[config.mk]
export PLATFORM = sky130hd
export DESIGN_NAME = fir_param_pipe
export DESIGN_NICKNAME = d
export VERILOG_FILES = /design/src/rtl/fir_pkg.sv /design/src/rtl/fir_group_mac.sv /design/src/rtl/fir_param_pipe.sv
export SDC_FILE = /design/constraint.sdc
export NUM_CORES = 2
export LEC_CHECK = 0
export ABC_CLOCK_PERIOD_IN_PS = 41700
export CORE_UTILIZATION = 25
export DETAILED_ROUTE_END_ITERATION = 12
export HOLD_SLACK_MARGIN = 0.08
export SKIP_LAST_GASP = 1
export SYNTH_ARGS = -nofsm -noshare
export SYNTH_HDL_FRONTEND = slang
export SYNTH_SLANG_ARGS = --single-unit
[constraint.sdc]
create_clock -name clk -period 41.7 [get_ports clk]
set_clock_uncertainty 0.2 [all_clocks]
set_input_delay 12.51 -clock clk [delete_from_list [all_inputs] [get_ports clk]]
set_output_delay 12.51 -clock clk [all_outputs]
set_load 0.02 [all_outputs]
[src/rtl/fir_pkg.sv]
// Shared helpers and default coefficient table for the parametrised FIR.
// Used by fir_param_pipe and fir_group_mac.
package fir_pkg;

  function automatic int clog2(input int v);
    int r;
    r = 0;
    for (int i = 0; i < 31; i++)
      if ((1 << i) < v) r = i + 1;
    return r;
  endfunction

  function automatic int acc_w(input int dw, input int cw,
                               input int taps);
    return dw + cw + clog2(taps);
  endfunction

  localparam int DEF_N = 16;

  localparam int DEF_COEF [DEF_N] = '{
    17, -41, 24, -58, -116, 86, -102, 58,
    -16, 127, 15, -9, -21, -74, -68, -48
  };

  function automatic int def_coef(input int k);
    return (k < DEF_N) ? DEF_COEF[k] : 0;
  endfunction

endpackage

[src/rtl/fir_group_mac.sv]
// Four-tap slice: registered products, then a registered group sum.
// The valid bit follows the data and is killed by flush.
module fir_group_mac
  import fir_pkg::*;
#(
  parameter int DATA_W = 8,
  parameter int COEF_W = 8
) (
  input  logic                             clk,
  input  logic                             rst,
  input  logic                             flush,
  input  logic                             in_valid,
  input  logic signed [DATA_W-1:0]         x [4],
  input  logic signed [COEF_W-1:0]         c [4],
  output logic                             out_valid,
  output logic signed [DATA_W+COEF_W+1:0]  out_sum
);

  localparam int PROD_W = DATA_W + COEF_W;
  localparam int SUM_W  = PROD_W + 2;

  logic signed [PROD_W-1:0] prod_q [4];
  logic                     prod_v;

  always_ff @(posedge clk or posedge rst) begin
    if (rst) begin
      prod_v    <= 1'b0;
      out_valid <= 1'b0;
      out_sum   <= '0;
      for (int i = 0; i < 4; i++) prod_q[i] <= '0;
    end else begin
      prod_v    <= in_valid & ~flush;
      out_valid <= prod_v & ~flush;
      if (in_valid)
        for (int i = 0; i < 4; i++)
          prod_q[i] <= PROD_W'(x[i]) * PROD_W'(c[i]);
      if (prod_v)
        out_sum <= SUM_W'(prod_q[0]) + SUM_W'(prod_q[1])
                 + SUM_W'(prod_q[2]) + SUM_W'(prod_q[3]);
    end
  end

endmodule

[src/rtl/fir_param_pipe.sv]
// Pipelined direct-form FIR with shadow/active coefficient banks.
// Define FIR_SAT_EN for output saturation and the sticky sat_flag.
module fir_param_pipe
  import fir_pkg::*;
#(
  parameter int DATA_W = 8,
  parameter int COEF_W = 8,
  parameter int TAPS   = 16,
  parameter int OUT_W  = 16,
  parameter int SHIFT  = 2
) (
  input  logic                      clk,
  input  logic                      rst,
  input  logic                      in_valid,
  input  logic signed [DATA_W-1:0]  in_data,
  input  logic                      flush,
  input  logic                      coef_we,
  input  logic [clog2(TAPS)-1:0]    coef_addr,
  input  logic signed [COEF_W-1:0]  coef_wdata,
  input  logic                      coef_commit,
  output logic                      out_valid,
  output logic [OUT_W-1:0]          out_data
`ifdef FIR_SAT_EN
  ,
  output logic                      sat_flag
`endif
);

  localparam int AW     = clog2(TAPS);
  localparam int ACC_W  = acc_w(DATA_W, COEF_W, TAPS);
  localparam int GROUPS = TAPS / 4;
  localparam int SUM_W  = DATA_W + COEF_W + 2;

  logic signed [COEF_W-1:0] shadow [TAPS];
  logic signed [COEF_W-1:0] active [TAPS];
  logic signed [DATA_W-1:0] dline  [TAPS];
  logic                     v1;
  logic [GROUPS-1:0]        gv;
  logic signed [SUM_W-1:0]  gsum   [GROUPS];
  logic                     v3;
  logic signed [ACC_W-1:0]  acc;
  logic [OUT_W-1:0]         y_next;
  logic                     ovf;

  // A write in the commit cycle must land in the active bank too.
  always_ff @(posedge clk or posedge rst) begin
    if (rst) begin
      for (int k = 0; k < TAPS; k++) begin
        shadow[k] <= COEF_W'(def_coef(k));
        active[k] <= COEF_W'(def_coef(k));
      end
    end else begin
      for (int k = 0; k < TAPS; k++) begin
        if (coef_we && coef_addr == AW'(k))
          shadow[k] <= coef_wdata;
        if (coef_commit)
          active[k] <= (coef_we && coef_addr == AW'(k))
                     ? coef_wdata : shadow[k];
      end
    end
  end

  always_ff @(posedge clk or posedge rst) begin
    if (rst) begin
      v1 <= 1'b0;
      for (int k = 0; k < TAPS; k++) dline[k] <= '0;
    end else begin
      v1 <= in_valid & ~flush;
      if (flush) begin
        for (int k = 0; k < TAPS; k++) dline[k] <= '0;
      end else if (in_valid) begin
        dline[0] <= in_data;
        for (int k = 1; k < TAPS; k++) dline[k] <= dline[k-1];
      end
    end
  end

  for (genvar g = 0; g < GROUPS; g++) begin : g_grp
    logic signed [DATA_W-1:0] gx [4];
    logic signed [COEF_W-1:0] gc [4];
    for (genvar i = 0; i < 4; i++) begin : g_tap
      assign gx[i] = dline[4*g+i];
      assign gc[i] = active[4*g+i];
    end
    fir_group_mac #(
      .DATA_W (DATA_W),
      .COEF_W (COEF_W)
    ) u_mac (
      .clk       (clk),
      .rst       (rst),
      .flush     (flush),
      .in_valid  (v1),
      .x         (gx),
      .c         (gc),
      .out_valid (gv[g]),
      .out_sum   (gsum[g])
    );
  end

  assign v3 = &gv;

  always_comb begin
    acc = '0;
    for (int g = 0; g < GROUPS; g++)
      acc = acc + ACC_W'(gsum[g]);
  end

`ifdef FIR_SAT_EN
  localparam int SH_W  = ACC_W - SHIFT;
  localparam int EXT_W = (SH_W > OUT_W) ? SH_W : OUT_W;

  logic signed [EXT_W-1:0] sh_ext;
  logic [EXT_W-OUT_W:0]    top_bits;

  // In range only if every bit above the output sign bit matches it.
  always_comb begin
    sh_ext   = EXT_W'(acc >>> SHIFT);
    top_bits = sh_ext[EXT_W-1:OUT_W-1];
    ovf      = !((&top_bits) || !(|top_bits));
    y_next   = sh_ext[OUT_W-1:0];
    if (ovf)
      y_next = sh_ext[EXT_W-1] ? {1'b1, {(OUT_W-1){1'b0}}}
                               : {1'b0, {(OUT_W-1){1'b1}}};
  end

  always_ff @(posedge clk or posedge rst) begin
    if (rst)
      sat_flag <= 1'b0;
    else if (flush)
      sat_flag <= 1'b0;
    else if (v3 && ovf)
      sat_flag <= 1'b1;
  end
`else
  always_comb begin
    y_next = OUT_W'(acc >>> SHIFT);
    ovf    = 1'b0;
  end
`endif

  always_ff @(posedge clk or posedge rst) begin
    if (rst) begin
      out_valid <= 1'b0;
      out_data  <= '0;
    end else begin
      out_valid <= v3 & ~flush;
      if (v3 && !flush)
        out_data <= y_next;
    end
  end

endmodule

Word-level counts from Yosys, hierarchy flattened
Index checks and enable logic that the tools add are counted.
- bits in registers: 732
- bits in latches: 0
- RAM bits: 0
- ROM bits: 0
- bits of input ports: 26
- output and inout port bits: 17
- logic and storage cells: 162
- memories kept: 0
- add/subtract/negate cells: 15
- multiply operators: 16
- divide/modulo/power cells: 0
- $lt $le $gt $ge: 0
- eq/ne operators: 15
- shift-type cells: 0
- multiplexer cells: 18
- bitwise gates (word level): 5
- reductions and logical operators: 20
- operators with widths (operator ; count):
    $mul A8 B8 Y16 ; 16
    $mux W128 ; 2
    $mux W8 ; 16
    $add A17 B16 Y18 ; 4
    $add A18 B16 Y18 ; 4
    $add A16 B16 Y17 ; 4
    $add A18 B18 Y18 ; 3
    $eq A4 B4 Y1 const B ; 8
    $logic_and A1 B1 Y1 ; 17
    $eq A4 B3 Y1 const B ; 4
    $eq A4 B2 Y1 const B ; 2
    $and A1 B1 Y1 ; 4
    $eq A4 B1 Y1 const B ; 1
    $logic_not A4 Y1 ; 1
    $reduce_bool A2 Y1 ; 1
    $logic_not A1 Y1 ; 1
    $not A1 Y1 ; 1

Logic depth before layout (Yosys ltp)
- word-level depth: 3
- depth in mapped cells: 21
- gate-level depth less buffers: 20

Modules after synthesis
A second synthesis with hierarchy kept.
- cells, all modules: 7189
- area, all modules: 75456.1 µm²
- by module, submodules not included (module ; instances ; cells each ; area an instance (µm²) ; sequential area each (µm²)):
    fir_group_mac at g_grp[1].u_mac ... ; 2 ; 1478 ; 14508.9 ; 2102.0
    fir_param_pipe ; 1 ; 1265 ; 17341.6 ; 10234.8
    fir_group_mac at g_grp[0].u_mac ; 1 ; 1491 ; 14605.3 ; 2102.0
    fir_group_mac at g_grp[3].u_mac ; 1 ; 1477 ; 14491.4 ; 2102.0

Worst setup path before layout
OpenSTA, ideal clock, no wires.
- path kind: input-to-reg
- start point: input coef_addr[3]
- end point: register active[100] (netlist name)
- setup time: 0.125 ns
- data arrival time: 13.889 ns
- data required time: 41.375 ns
- setup slack: 27.486 ns
- stages on the path: 5
- path buffers: 1
- path through: nor3b_1 nor2b_1 clkbuf_1 mux2_2 mux2_2
- word-level cells in the longest chain between the ends: 3
- ends and longest elaborated chain (item ; line ; source):
    start, declared ; fir_param_pipe.sv:18 ; input logic [clog2(TAPS)-1:0] coef_addr,
    $eq A4 B2 Y1 ; fir_param_pipe.sv:57 ; active[k] <= (coef_we && coef_addr == AW'(k))
    $logic_and A1 B1 Y1 ; fir_param_pipe.sv:57 ;
    $mux W8 ; - ;
    end signal, assigned by index ; fir_param_pipe.sv:50 ; active[k] <= COEF_W'(def_coef(k));
    end signal, assigned by index ; fir_param_pipe.sv:57 ;
    end, declared ; fir_param_pipe.sv:35 ; logic signed [COEF_W-1:0] active [TAPS];
Every way passes these cells.
A chain may end at the register's enable or synchronous reset.

==> metrics.yaml <==
run_status:
  status: "finished, violations left"
  violations: "DRC"
grt:
  grt_pass1_wl_mm: 292
  grt_max_degree: 177
  grt_remaining_overflow: 0
  first_global_vias: 52000
  antenna_found_initial: 8
  groute.usage.overall_pct: 12.2
timing:
  tightest_slew_ns: 1.04
  hold-worst-slack_ns: 0.277
  grt_setup_unrepaired: "no"
  timing.final.hold_violations: 0
  period_share_pct: 39.1
  fmax_mhz: 61.3
  period_needed_ns: 16.31
  tns_ns: 0
  relSlewSlack_pct: 30.4
  setup_violations: 0
  maxSlewViolCount: 0
final_layout:
  layout-drive-gt1-share_pct: 11.1
  final_cell_mix: "inv_1 (1365), fa_1 (1046), and2_1 (636), dfrtp_1 (590), ha_1 (547)"
  fillers: 30600
  nets: 8664
  final_common_cell: "inv_1"
  fin_area_sq_um: 81700
  finalNonFillerCells: 11000
  area_delta_synth_final_pct: 10.2
power:
  ir_drop_uv: 46.5
  leakage_nw: 39.5
  total_power_mw: 3.87
  power_density_nw_per_um2: 47.3
synthesis:
  synth_top_cell_area_share_pct: 28.2
  synth_seq_area_share_pct: 24.9
  synth_cell_types: 65
  async_reset_ff_share_pct: 100
  yosysTopAreaCell: "fa_1"
  synth_fp_nets: 8739
  syn_inst: 7120
  synth_edf_count: 0
  avgSynthCellArea_sq_um: 10.4
  ys_seq_elements: 732
  synth_top_cells_by_area: "fa_1 (28%), dfrtp_1 (20%), ha_1 (9.2%)"
  netlist_area_sq_um: 74100
  yosysWarnings: 0
  synth_flop_cell: "dfrtp_1"
detailed_routing:
  drt-total-wl_mm: 179
  ant_nets: 0
  first_pass_iters: 10
  drc_errors: 1
  wl_per_cell_microns: 16.2
  first_iter_violations: 2593
  vias: 47800
  avgViaCountPerCell: 4.33
cts:
  cts-root-buf: "clkbuf_16"
  cts_made_buffers: 82
  cts_setup_buffers: 0
  tritoncts: "built"
  clk_pin_slew_ns: 0.06
  ctsResizeCount: 0
  ctsHoldBuffers: 0
  cts_buffer_depth: 3
  clock_sinks: 732
  clock_latency_ns: 0.72
  h-tree-depth: 3
worst_setup_path:
  worst-r2r-cell-count: 16
  path_class: "input port to async pin"
  critical_path.max_fanout: 176
  cp.arrival_ns: 16.89
  required_ns: 42.28
  rr_startpoint: "dline[31]"
  r2r-end: "g_grp[3].u_mac.prod_q[63]"
  endpoint_kind: "async pin"
  setup.worst_path.start_class: "input port"
  r2r_slack_ns: 36.38
placement:
  dp.cells: 10900
  dpl-instance-area_sq_um: 78800
  gp_congestion: 0.852
  dpl.hpwl_mm: 142
  port_buffers: 42
floorplanning:
  fp.dieH_microns: 547
  num_io_pins: 43
  std_cell_rows: 199
  coreArea_sq_um: 294000
  die_w_microns: 547
  die-area_sq_um: 299000
  initial_core_util_pct: 25.2
hold_path:
  min_from: "out_data[1]"
  hold_depth: 2
  hold_path_end: "out_data[1]"
  hp-class: "flop to flop"
job:
  max-cap-violations: 0
==> sequential cells by signal, summed over array words and instances, names as in the netlist <==
register and count:
g_grp.u_mac.prod_q 256, active 128, dline 128, shadow 128, g_grp.u_mac.out_sum 72, out_data 16
g_grp.u_mac.out_valid 1, g_grp.u_mac.prod_v 1, out_valid 1, v1 1
==> worst max path at each step <==
stage,startpoint,to,slack [ns],cells past startpoint
final,rst,g_grp[1].u_mac.prod_q[18],25.39,6
after CTS,rst,g_grp[1].u_mac.prod_q[18],25.28,6
after global routing,rst,g_grp[1].u_mac.prod_q[33],24.78,6
after detailed placement,rst,g_grp[1].u_mac.prod_q[3],24.51,6
after global placement,rst,g_grp[1].u_mac.prod_q[3],24.68,6
after floorplan,rst,active[0],8.68,1
==> where the power goes <==
| part | total, mW | internal (mW) | leakage, nW | switching (mW) |
|---|---|---|---|---|
| registers | 1.13 | 0.888 | 9.16 | 0.245 |
| logic | 1.97 | 0.860 | 29.0 | 1.11 |
| clock network | 0.770 | 0.445 | 1.40 | 0.324 |
| total | 3.87 | 2.19 | 39.5 | 1.67 |
==> through the flow <==
step / setup WS [ns] / utilization [%]
2_1_floorplan: 8.68 / -
3_3_place_gp: 24.68 / 26.8
3_5_place_dp: 24.51 / 26.8
4_1_cts: 25.28 / 27.8
5_1_grt: 24.78 / 27.8
6_report: 25.39 / 27.8
==> layout make-up <==
cell class	instances	area (sq um)	share of cell area, %
clock inverter	40	502	0.614
multi-input combinational	4793	49700	60.8
tap	3919	4900	6.00
antenna	3	7.51	0.00919
sequential	732	18500	22.6
inverter	1367	5140	6.30
timing repair buffer	69	642	0.786
clock buffer	111	2350	2.88
==> synthesized netlist by cell type (all sizes together), types with 7 or more instances <==
| master | number |
|---|---|
| a31oi | 12 |
| dfstp | 140 |
| clkbuf | 206 |
| o211a | 13 |
| a211oi | 12 |
| o31ai | 62 |
| a2111oi | 17 |
| xor2 | 45 |
| mux2 | 457 |
| dfrtp | 592 |
| nor2b | 113 |
| or4 | 7 |
| o211ai | 9 |
| a21o | 68 |
| buf | 22 |
| inv | 1367 |
| a21boi | 22 |
| ha | 547 |
| o21bai | 15 |
| nand2b | 44 |
| and3 | 29 |
| o21ai | 139 |
| nor2 | 302 |
| xnor2 | 227 |
| fa | 1046 |
| nor3 | 72 |
| or3 | 17 |
| o21a | 76 |
| nand2 | 423 |
| mux2i | 132 |
| nand3 | 42 |
| and2 | 637 |
| a21oi | 137 |
==> worst max-delay path, stage by stage <==
cell and delay [ns]:
clkdlybuf4s50_1 0.49, inv_8 0.44, buf_12 0.72, buf_4 0.82, buf_4 0.84, buf_4 0.67
==> cell families (layout without fill, tap and decap cells) <==
family                     count (synthesis)  after routing  synth area share [%]
and+or+nand+nor                         1712           1712                  11.8
buffers and inverters                   1595           1587                  8.08
other                                      0              3                     0
muxes                                    589            589                  8.73
AOI/OAI and AO/OA                        627            627                  5.71
adders and majority gates               1593           1593                  37.5
xor gates and xnor gates                 272            272                  3.21
DFF                                      732            732                  24.9
==> routing by layer <==
metal | wire (microns) | track usage (%)
met1 | 76200 | 15.2
met2 | 90600 | 21.8
met3 | 5400 | 1.20
met4 | 6410 | 4.49
met5 | 0 | 0
Note: power is estimated with default switching activity, not from simulation.
